$ cat config.mk
export PLATFORM = sky130hd
export DESIGN_NAME = ovl_handshake_mc
export DESIGN_NICKNAME = d
export VERILOG_FILES = /design/src/rtl/ovl_handshake_mc.sv
export SDC_FILE = /design/constraint.sdc
export NUM_CORES = 1
export LEC_CHECK = 0
export CELL_PAD_IN_SITES_DETAIL_PLACEMENT = 1
export CELL_PAD_IN_SITES_GLOBAL_PLACEMENT = 1
export CORE_ASPECT_RATIO = 1.75
export CORE_MARGIN = 2
export CORE_UTILIZATION = 43
export DETAILED_ROUTE_END_ITERATION = 8
export PLACE_DENSITY = 0.84
export SETUP_SLACK_MARGIN = 0.1
export SYNTH_ARGS = -nofsm -noshare
export SYNTH_HDL_FRONTEND = slang
export SYNTH_SLANG_ARGS = --single-unit
$ cat constraint.sdc
create_clock -name clock -period 4.25 [get_ports clock]
set_input_delay 0.85 -clock clock [delete_from_list [all_inputs] [get_ports clock]]
set_output_delay 0.85 -clock clock [all_outputs]
set_load 0.005 [all_outputs]
$ cat src/rtl/ovl_handshake_mc.sv
// Multi-channel req/ack handshake checker: one protocol FSM per channel,
// registered violation pulses, sticky per-channel codes and a saturating total.
module ovl_handshake_mc #(
    parameter int CHANNELS       = 4,
    parameter int MIN_ACK_CYCLE  = 1,
    parameter int MAX_ACK_CYCLE  = 8,
    parameter int REQ_DROP_CHECK = 1,
    parameter int CNT_W          = 16
) (
    input  logic                  clock,
    input  logic                  reset,
    input  logic                  enable,
    input  logic [CHANNELS-1:0]   req,
    input  logic [CHANNELS-1:0]   ack,
    output logic [CHANNELS-1:0]   fire,
    output logic [3*CHANNELS-1:0] err_code,
    output logic [CNT_W-1:0]      err_count
);

    if (CHANNELS < 1 || CHANNELS > 16) begin : g_bad_channels
        $error("ovl_handshake_mc: CHANNELS must be in 1..16");
    end
    if (MIN_ACK_CYCLE < 0) begin : g_bad_min
        $error("ovl_handshake_mc: MIN_ACK_CYCLE must be >= 0");
    end
    if (MAX_ACK_CYCLE < 1 || MAX_ACK_CYCLE < MIN_ACK_CYCLE) begin : g_bad_max
        $error("ovl_handshake_mc: MAX_ACK_CYCLE must be >= max(1, MIN_ACK_CYCLE)");
    end
    if (REQ_DROP_CHECK != 0 && REQ_DROP_CHECK != 1) begin : g_bad_drop
        $error("ovl_handshake_mc: REQ_DROP_CHECK must be 0 or 1");
    end
    if (CNT_W < 2 || CNT_W > 32) begin : g_bad_cnt_w
        $error("ovl_handshake_mc: CNT_W must be in 2..32");
    end

    typedef enum logic [1:0] {
        IDLE     = 2'd0,
        WAIT_ACK = 2'd1,
        ACKED    = 2'd2
    } state_t;

    localparam logic [2:0] CODE_ACK_NO_REQ = 3'd1;
    localparam logic [2:0] CODE_TIMEOUT    = 3'd2;
    localparam logic [2:0] CODE_EARLY      = 3'd3;
    localparam logic [2:0] CODE_REQ_DROP   = 3'd4;
    localparam logic [2:0] CODE_REQ_RERISE = 3'd5;

    localparam int CW = $clog2(MAX_ACK_CYCLE + 1);
    // In WAIT_ACK the latency seen on an edge is cnt+1, so thresholds sit one below k.
    localparam logic [CW-1:0] MAX_CNT    = CW'(MAX_ACK_CYCLE);
    localparam logic [CW-1:0] TIMEOUT_AT = CW'(MAX_ACK_CYCLE - 1);
    localparam logic [CW-1:0] EARLY_LIM  = CW'((MIN_ACK_CYCLE > 0) ? MIN_ACK_CYCLE - 1 : 0);

    localparam logic [32:0] CNT_MAX = (33'd1 << CNT_W) - 33'd1;

    logic [CHANNELS-1:0] fire_next;

    for (genvar c = 0; c < CHANNELS; c++) begin : g_ch
        state_t          state_q, state_d;
        logic [CW-1:0]   cnt_q, cnt_d;
        logic            dropped_q, dropped_d;
        logic            fire_q, fire_d;
        logic [2:0]      code_q, code_d;
        logic            v_ack_no_req, v_req_drop, v_early, v_timeout, v_rerise;

        // NOTE: every signal driven here gets a default first, so no path can infer a latch.
        always_comb begin
            state_d      = state_q;
            cnt_d        = cnt_q;
            dropped_d    = dropped_q;
            v_ack_no_req = 1'b0;
            v_req_drop   = 1'b0;
            v_early      = 1'b0;
            v_timeout    = 1'b0;
            v_rerise     = 1'b0;

            if (!enable) begin
                state_d   = IDLE;
                cnt_d     = '0;
                dropped_d = 1'b0;
            end else begin
                case (state_q)
                    IDLE: begin
                        if (req[c]) begin
                            cnt_d     = '0;
                            dropped_d = 1'b0;
                            if (ack[c]) begin
                                state_d = ACKED;
                                v_early = (MIN_ACK_CYCLE > 0);
                            end else begin
                                state_d = WAIT_ACK;
                            end
                        end else if (ack[c]) begin
                            v_ack_no_req = 1'b1;
                        end
                    end
                    WAIT_ACK: begin
                        if (ack[c]) begin
                            state_d   = ACKED;
                            cnt_d     = '0;
                            dropped_d = 1'b0;
                            v_early   = (cnt_q < EARLY_LIM);
                        end else if (req[c]) begin
                            // Holding at MAX_CNT is what keeps TIMEOUT to one pulse per request.
                            if (cnt_q != MAX_CNT) begin
                                cnt_d = cnt_q + CW'(1);
                            end
                            v_timeout = (cnt_q == TIMEOUT_AT);
                        end else begin
                            state_d    = IDLE;
                            cnt_d      = '0;
                            v_req_drop = (REQ_DROP_CHECK != 0);
                        end
                    end
                    ACKED: begin
                        if (!req[c]) begin
                            if (!ack[c]) begin
                                state_d   = IDLE;
                                dropped_d = 1'b0;
                            end else begin
                                dropped_d = 1'b1;
                            end
                        end else if (dropped_q && ack[c]) begin
                            v_rerise  = 1'b1;
                            dropped_d = 1'b0;
                        end
                    end
                    default: begin
                        state_d   = IDLE;
                        cnt_d     = '0;
                        dropped_d = 1'b0;
                    end
                endcase
            end

            fire_d = 1'b1;
            if (v_ack_no_req)    code_d = CODE_ACK_NO_REQ;
            else if (v_req_drop) code_d = CODE_REQ_DROP;
            else if (v_early)    code_d = CODE_EARLY;
            else if (v_timeout)  code_d = CODE_TIMEOUT;
            else if (v_rerise)   code_d = CODE_REQ_RERISE;
            else begin
                fire_d = 1'b0;
                code_d = code_q;
            end
        end

        // NOTE: state registers use non-blocking assignments so all channels update from the same pre-edge values.
        always_ff @(posedge clock or posedge reset) begin
            if (reset) begin
                state_q   <= IDLE;
                cnt_q     <= '0;
                dropped_q <= 1'b0;
                fire_q    <= 1'b0;
                code_q    <= '0;
            end else begin
                state_q   <= state_d;
                cnt_q     <= cnt_d;
                dropped_q <= dropped_d;
                fire_q    <= fire_d;
                code_q    <= code_d;
            end
        end

        assign fire_next[c]       = fire_d;
        assign fire[c]            = fire_q;
        assign err_code[3*c +: 3] = code_q;
    end

    logic [4:0]  n_new;
    logic [32:0] count_sum;

    always_comb begin
        n_new = '0;
        for (int i = 0; i < CHANNELS; i++) begin
            n_new = n_new + 5'(fire_next[i]);
        end
        count_sum = 33'(err_count) + 33'(n_new);
    end

    always_ff @(posedge clock or posedge reset) begin
        if (reset) begin
            err_count <= '0;
        end else if (count_sum > CNT_MAX) begin
            err_count <= CNT_MAX[CNT_W-1:0];
        end else begin
            err_count <= count_sum[CNT_W-1:0];
        end
    end

endmodule

# Yosys cells after proc, flatten, opt, wreduce, memory -nomap -nowiden
# Index checks and enable logic that the tools add are counted.
# W data, S select, Z words.
# word_totals
register_bits	60
input_bits	11
out_inout_bits	32
word_cells	307
# op_classes
n_addsub	8
n_lt_le_gt_ge	5
n_eq_ne	48
n_mux	201
n_reduce_logical	24
# ops
operator	n
$mux W1	116
$mux W4	20
$mux W3	20
$mux W2	28
$ne A3 B3 Y1 const B	16
$ne A4 B4 Y1 const B	12
$pmux W4 S3	4
$pmux W2 S3	4
$reduce_and A3 Y1	8
$ne A5 B5 Y1 const B	4
$reduce_bool A5 Y1	4
$add A16 B4 Y17	1
$gt A17 B16 Y1 const B	1
$add A4 B1 Y4 const B	4
$eq A4 B3 Y1 const B	4
$lt A4 B1 Y1 const B	4
$mux W16	1
$reduce_and A4 Y1	4
$pmux W1 S3	4
$eq A2 B1 Y1 const B	4
$eq A2 B2 Y1 const B	4
$logic_not A2 Y1	4
$ne A2 B2 Y1 const B	4
$pmux W1 S2	4
4 further kinds	7

# Longest topological paths before layout
# logic_depth
word_depth	16
depth_mapped	13
depth_no_buf	12

# Least setup slack after synthesis
# OpenSTA, ideal clock, no wires.
# synth_path
path_type	input port to flip-flop
start	input enable
end	register err_count[15]
setup_time_ps	127
arrival_ps	3546
t_required_ps	4123
path_slack_ps	577
cell_stages	11
n_path_buf	1
cell_sequence	buf_2 > and4bb_2 > nand4_1 > and3_1 > fa_1 > inv_1 > fa_1 > fa_1 > nand4_2 > o21ai_0 > mux2_1
# synth_between
elab_chain_len	12
elab_cells_between_ends	46
classes_between	add/sub: 4; order compare: 1; mux: 41
# synth_rtl
element	line_no	text
from (decl)	12	input logic enable,
$mux W1	77	if (!enable) begin
$mux W1	141	else if (v_rerise) code_d = CODE_REQ_RERISE;
$mux W1	140	else if (v_timeout) code_d = CODE_TIMEOUT;
$mux W1	139	else if (v_early) code_d = CODE_EARLY;
$mux W1	138	else if (v_req_drop) code_d = CODE_REQ_DROP;
$mux W1	137	if (v_ack_no_req) code_d = CODE_ACK_NO_REQ;
$add A1 B1 Y2	176	n_new = n_new + 5'(fire_next[i]);
$add A2 B1 Y3	176	
$add A3 B1 Y4 *	176	
$add A16 B4 Y17 *	178	count_sum = 33'(err_count) + 33'(n_new);
$gt A17 B16 Y1	184	end else if (count_sum > CNT_MAX) begin
$mux W16 *	184	
to (signal assigned)	185	err_count <= CNT_MAX[CNT_W-1:0];
to (signal assigned)	187	err_count <= count_sum[CNT_W-1:0];
to (decl)	17	output logic [CNT_W-1:0] err_count
# Every way passes the cells marked *; elsewhere a longest branch is shown, timed or not.
# A chain may end at the register's enable or synchronous reset.

# Worst setup path after layout
# Ends and elaborated chain as after synthesis.

==> impl_metrics.toml <==
[final_layout]
fin_area_sq_um = 4310
layout_common_cells = "dfrtp_1 (60), clkdlybuf4s50_1 (42), nand2_1 (37), inv_1 (24), buf_4 (21)"
final_util_pct = 54.8
antenna_cells = 0
instances_no_fill = 513
nets = 441
area_growth_pct = 25.2
drive_gt1_share_pct = 13.2
layout_commonest_cell = "dfrtp_1"

[die]
ios = 43
core-area_sq_um = 7860
die_h_microns = 122
die_area_sq_um = 8760
die_w_microns = 71.6
num_rows = 43
start_util_pct = 43.8

[power_and_ir_drop]
leakage_nw = 1.85
vdd_drop_max_v = 0.000339
power_mw = 1.79
power_density_nw_per_um2 = 415

[yosys]
synth_ff_type = "dfrtp_1"
synth_area_leaders = "dfrtp_1 (44%), nand2_1 (4.0%), xnor2_1 (3.3%)"
ys_ff_latch = 60
ys_warn_count = 0
async_flop_share_pct = 100
ys_seq_area_share_pct = 43.7
avgSynthCellArea_sq_um = 9.53
synth_edf_count = 0
synth.distinct_cells = 70
syn-num-nets = 384
yosysTopAreaCell = "dfrtp_1"
synthCells = 361
netlist.area_leader.share_pct = 43.7
synth_area_sq_um = 3440

[routing]
ant_nets = 0
drt_wl_total_microns = 9340
drt-pass1-iter-count = 4
wl_per_cell_microns = 18.2
drc = 0
vias = 2958
vias_per_cell = 5.77
drt_iter0_drc = 193

[worst_setup_path]
arrival_ns = 4.12
crit_chain = "clkdlybuf4s50_1, buf_4, nor2b_1, nand3b_1, and3_1, fa_1, inv_1, fa_1, fa_2, nand4_2, o21ai_0, mux2_1"
crit_family = "adder cells"
path_buf_inv = 3
path_class = "in2reg"
worstPathRequired_ns = 4.46
cp-end-kind = "flop"
critPathMaxStageDelay_ns = 0.59
critical_path.slowest_cell = "clkdlybuf4s50_1"
crit_cells = 12
r2r_cells = 10
start_kind = "primary input"
cpMostUsedCell = "fa_1"
crit_fanout = 10

[worst_hold_path]
hold_path_depth = 1
hold_class = "reg2reg"

[global_route]
grt_start_max_net_pins = 34
grt_antenna_before_repair = 0
overflow = 0
grt_pass1_wl_microns = 15700
grt_pass1_vias = 3258
track_usage_pct = 23.4

[cts]
cts_root_buf = "clkbuf_16"
clock_latency_ns = 0.34
cts_num_sinks = 60
cts_buffers = 9
clock_path_buffers = 2
htreeDepth = 3
postCtsHoldBufs = 0
post_cts_buffers = 0
clkTransAtPathRegs_ns = 0.05
cts_tree = "done"

[placement]
post_dp_cell_area_sq_um = 4040
hpwl_microns = 6850
dpl.cell_count = 497
port_buffers = 42
gp_congestion = 0.816
place_ws_ns = -0.0537

[sta]
fmax_mhz = 256
worst_slack_ns = 0.347
hold_slack_ns = 0.485
rsz0062_at_grt = "no"
finalClockSkew_ns = 0.0104
hold_violations = 0
fin_crit_ns = 3.90
setup_viol = 0
slew_headroom_pct = 53.5
fin_crit_sh_pct = 91.8
fin_tns_setup_ns = 0
worst_slew_pin_slew_ns = 0.696
finalMaxSlewViolations = 0

[outcome]
status = "completed"

[run]
cap_viol_max_count = 0
kinds of logic after synthesis:
group,synth area share (%)
AND/OR/NAND/NOR,23.2
adder cells (fa/ha/maj),5.02
flip-flops,43.7
AO/OA/AOI/OAI,17.3
multiplexers,1.93
XOR/XNOR,3.31
buffers and inverters,5.60
flip-flops by register name, summed over array words and instances, names as in the netlist:
register / count
err_count: 16
g_ch.state_q: 8
g_ch.code_q: 12
g_ch.cnt_q: 16
g_ch.dropped_q: 4
g_ch.fire_q: 4
layer usage:
layer	up-vias	part of all wire [%]	GRT usage [%]
met1	1485	39	25.6
met5	-	0	0
met2	56	55	41.2
li1	1393	-	-
met4	0	3.2	12.3
met3	24	3.0	5.50
timing repair:
action | 4_1_cts | 5_1_grt
hold endpoints to repair | 0 | 0
resized for setup | 0 | 1
endpoints found under the setup margin | 0 | 3
final timing paths:
| kind | end | startpoint | slack (ns) |
|---|---|---|---|
| max | err_count[15] | enable | 0.35 |
| min | g_ch[0].code_q[0] | g_ch[0].code_q[0] | 0.48 |
| max reg2reg | err_count[4] | g_ch[0].state_q[0] | 0.96 |
| min reg2reg | g_ch[0].code_q[0] | g_ch[0].code_q[0] | 0.48 |
| max in group asynchronous | g_ch[0].code_q[0] | reset | 2.61 |
| min in group asynchronous | g_ch[3].cnt_q[2] | reset | 0.94 |
cell usage after synthesis (3+ instances only):
master and count:
mux2_2 3, o21a_1 4, nor2_1 17, and2_1 3, clkbuf_1 7, xnor2_1 13
buf_2 4, and3_1 4, a32o_1 3, buf_4 5, nand2_1 37, o211ai_1 4
ha_1 9, nand3_1 19, nor3_1 9, nand4b_1 3, o2bb2ai_1 4, o21ai_0 19
nand4_1 4, a31oi_1 5, a21oi_1 12, nand2b_1 11, o21ai_1 4, nand3b_1 8
inv_1 25, dfrtp_1 60, o22ai_1 3, fa_1 3, nor2b_1 10
final cells by class:
cell class | count | area [sq um]
fill | 911 | 3550
multi-input combinational | 258 | 1750
sequential | 60 | 1500
timing repair buffer | 63 | 578
clock buffer | 9 | 225
tap | 90 | 113
inverter | 26 | 97.6
clock inverter | 7 | 43.8
worst reg2reg max path: stages (launching register included):
cell and delay (ns):
dfrtp_1 0.48, nor2b_1 0.19, and3_1 0.21, a311oi_2 0.33, fa_1 0.48, inv_1 0.10
fa_1 0.21, fa_2 0.26, nand4_2 0.17, or4_4 0.64, o21ai_0 0.12
where the power goes:
part	internal [mW]	leakage [nW]	switching, mW
logic	0.218	0.923	0.182
registers	0.637	0.791	0.0885
clock network	0.390	0.131	0.271
total	1.24	1.85	0.541
Note: power is estimated with default switching activity, not from simulation.
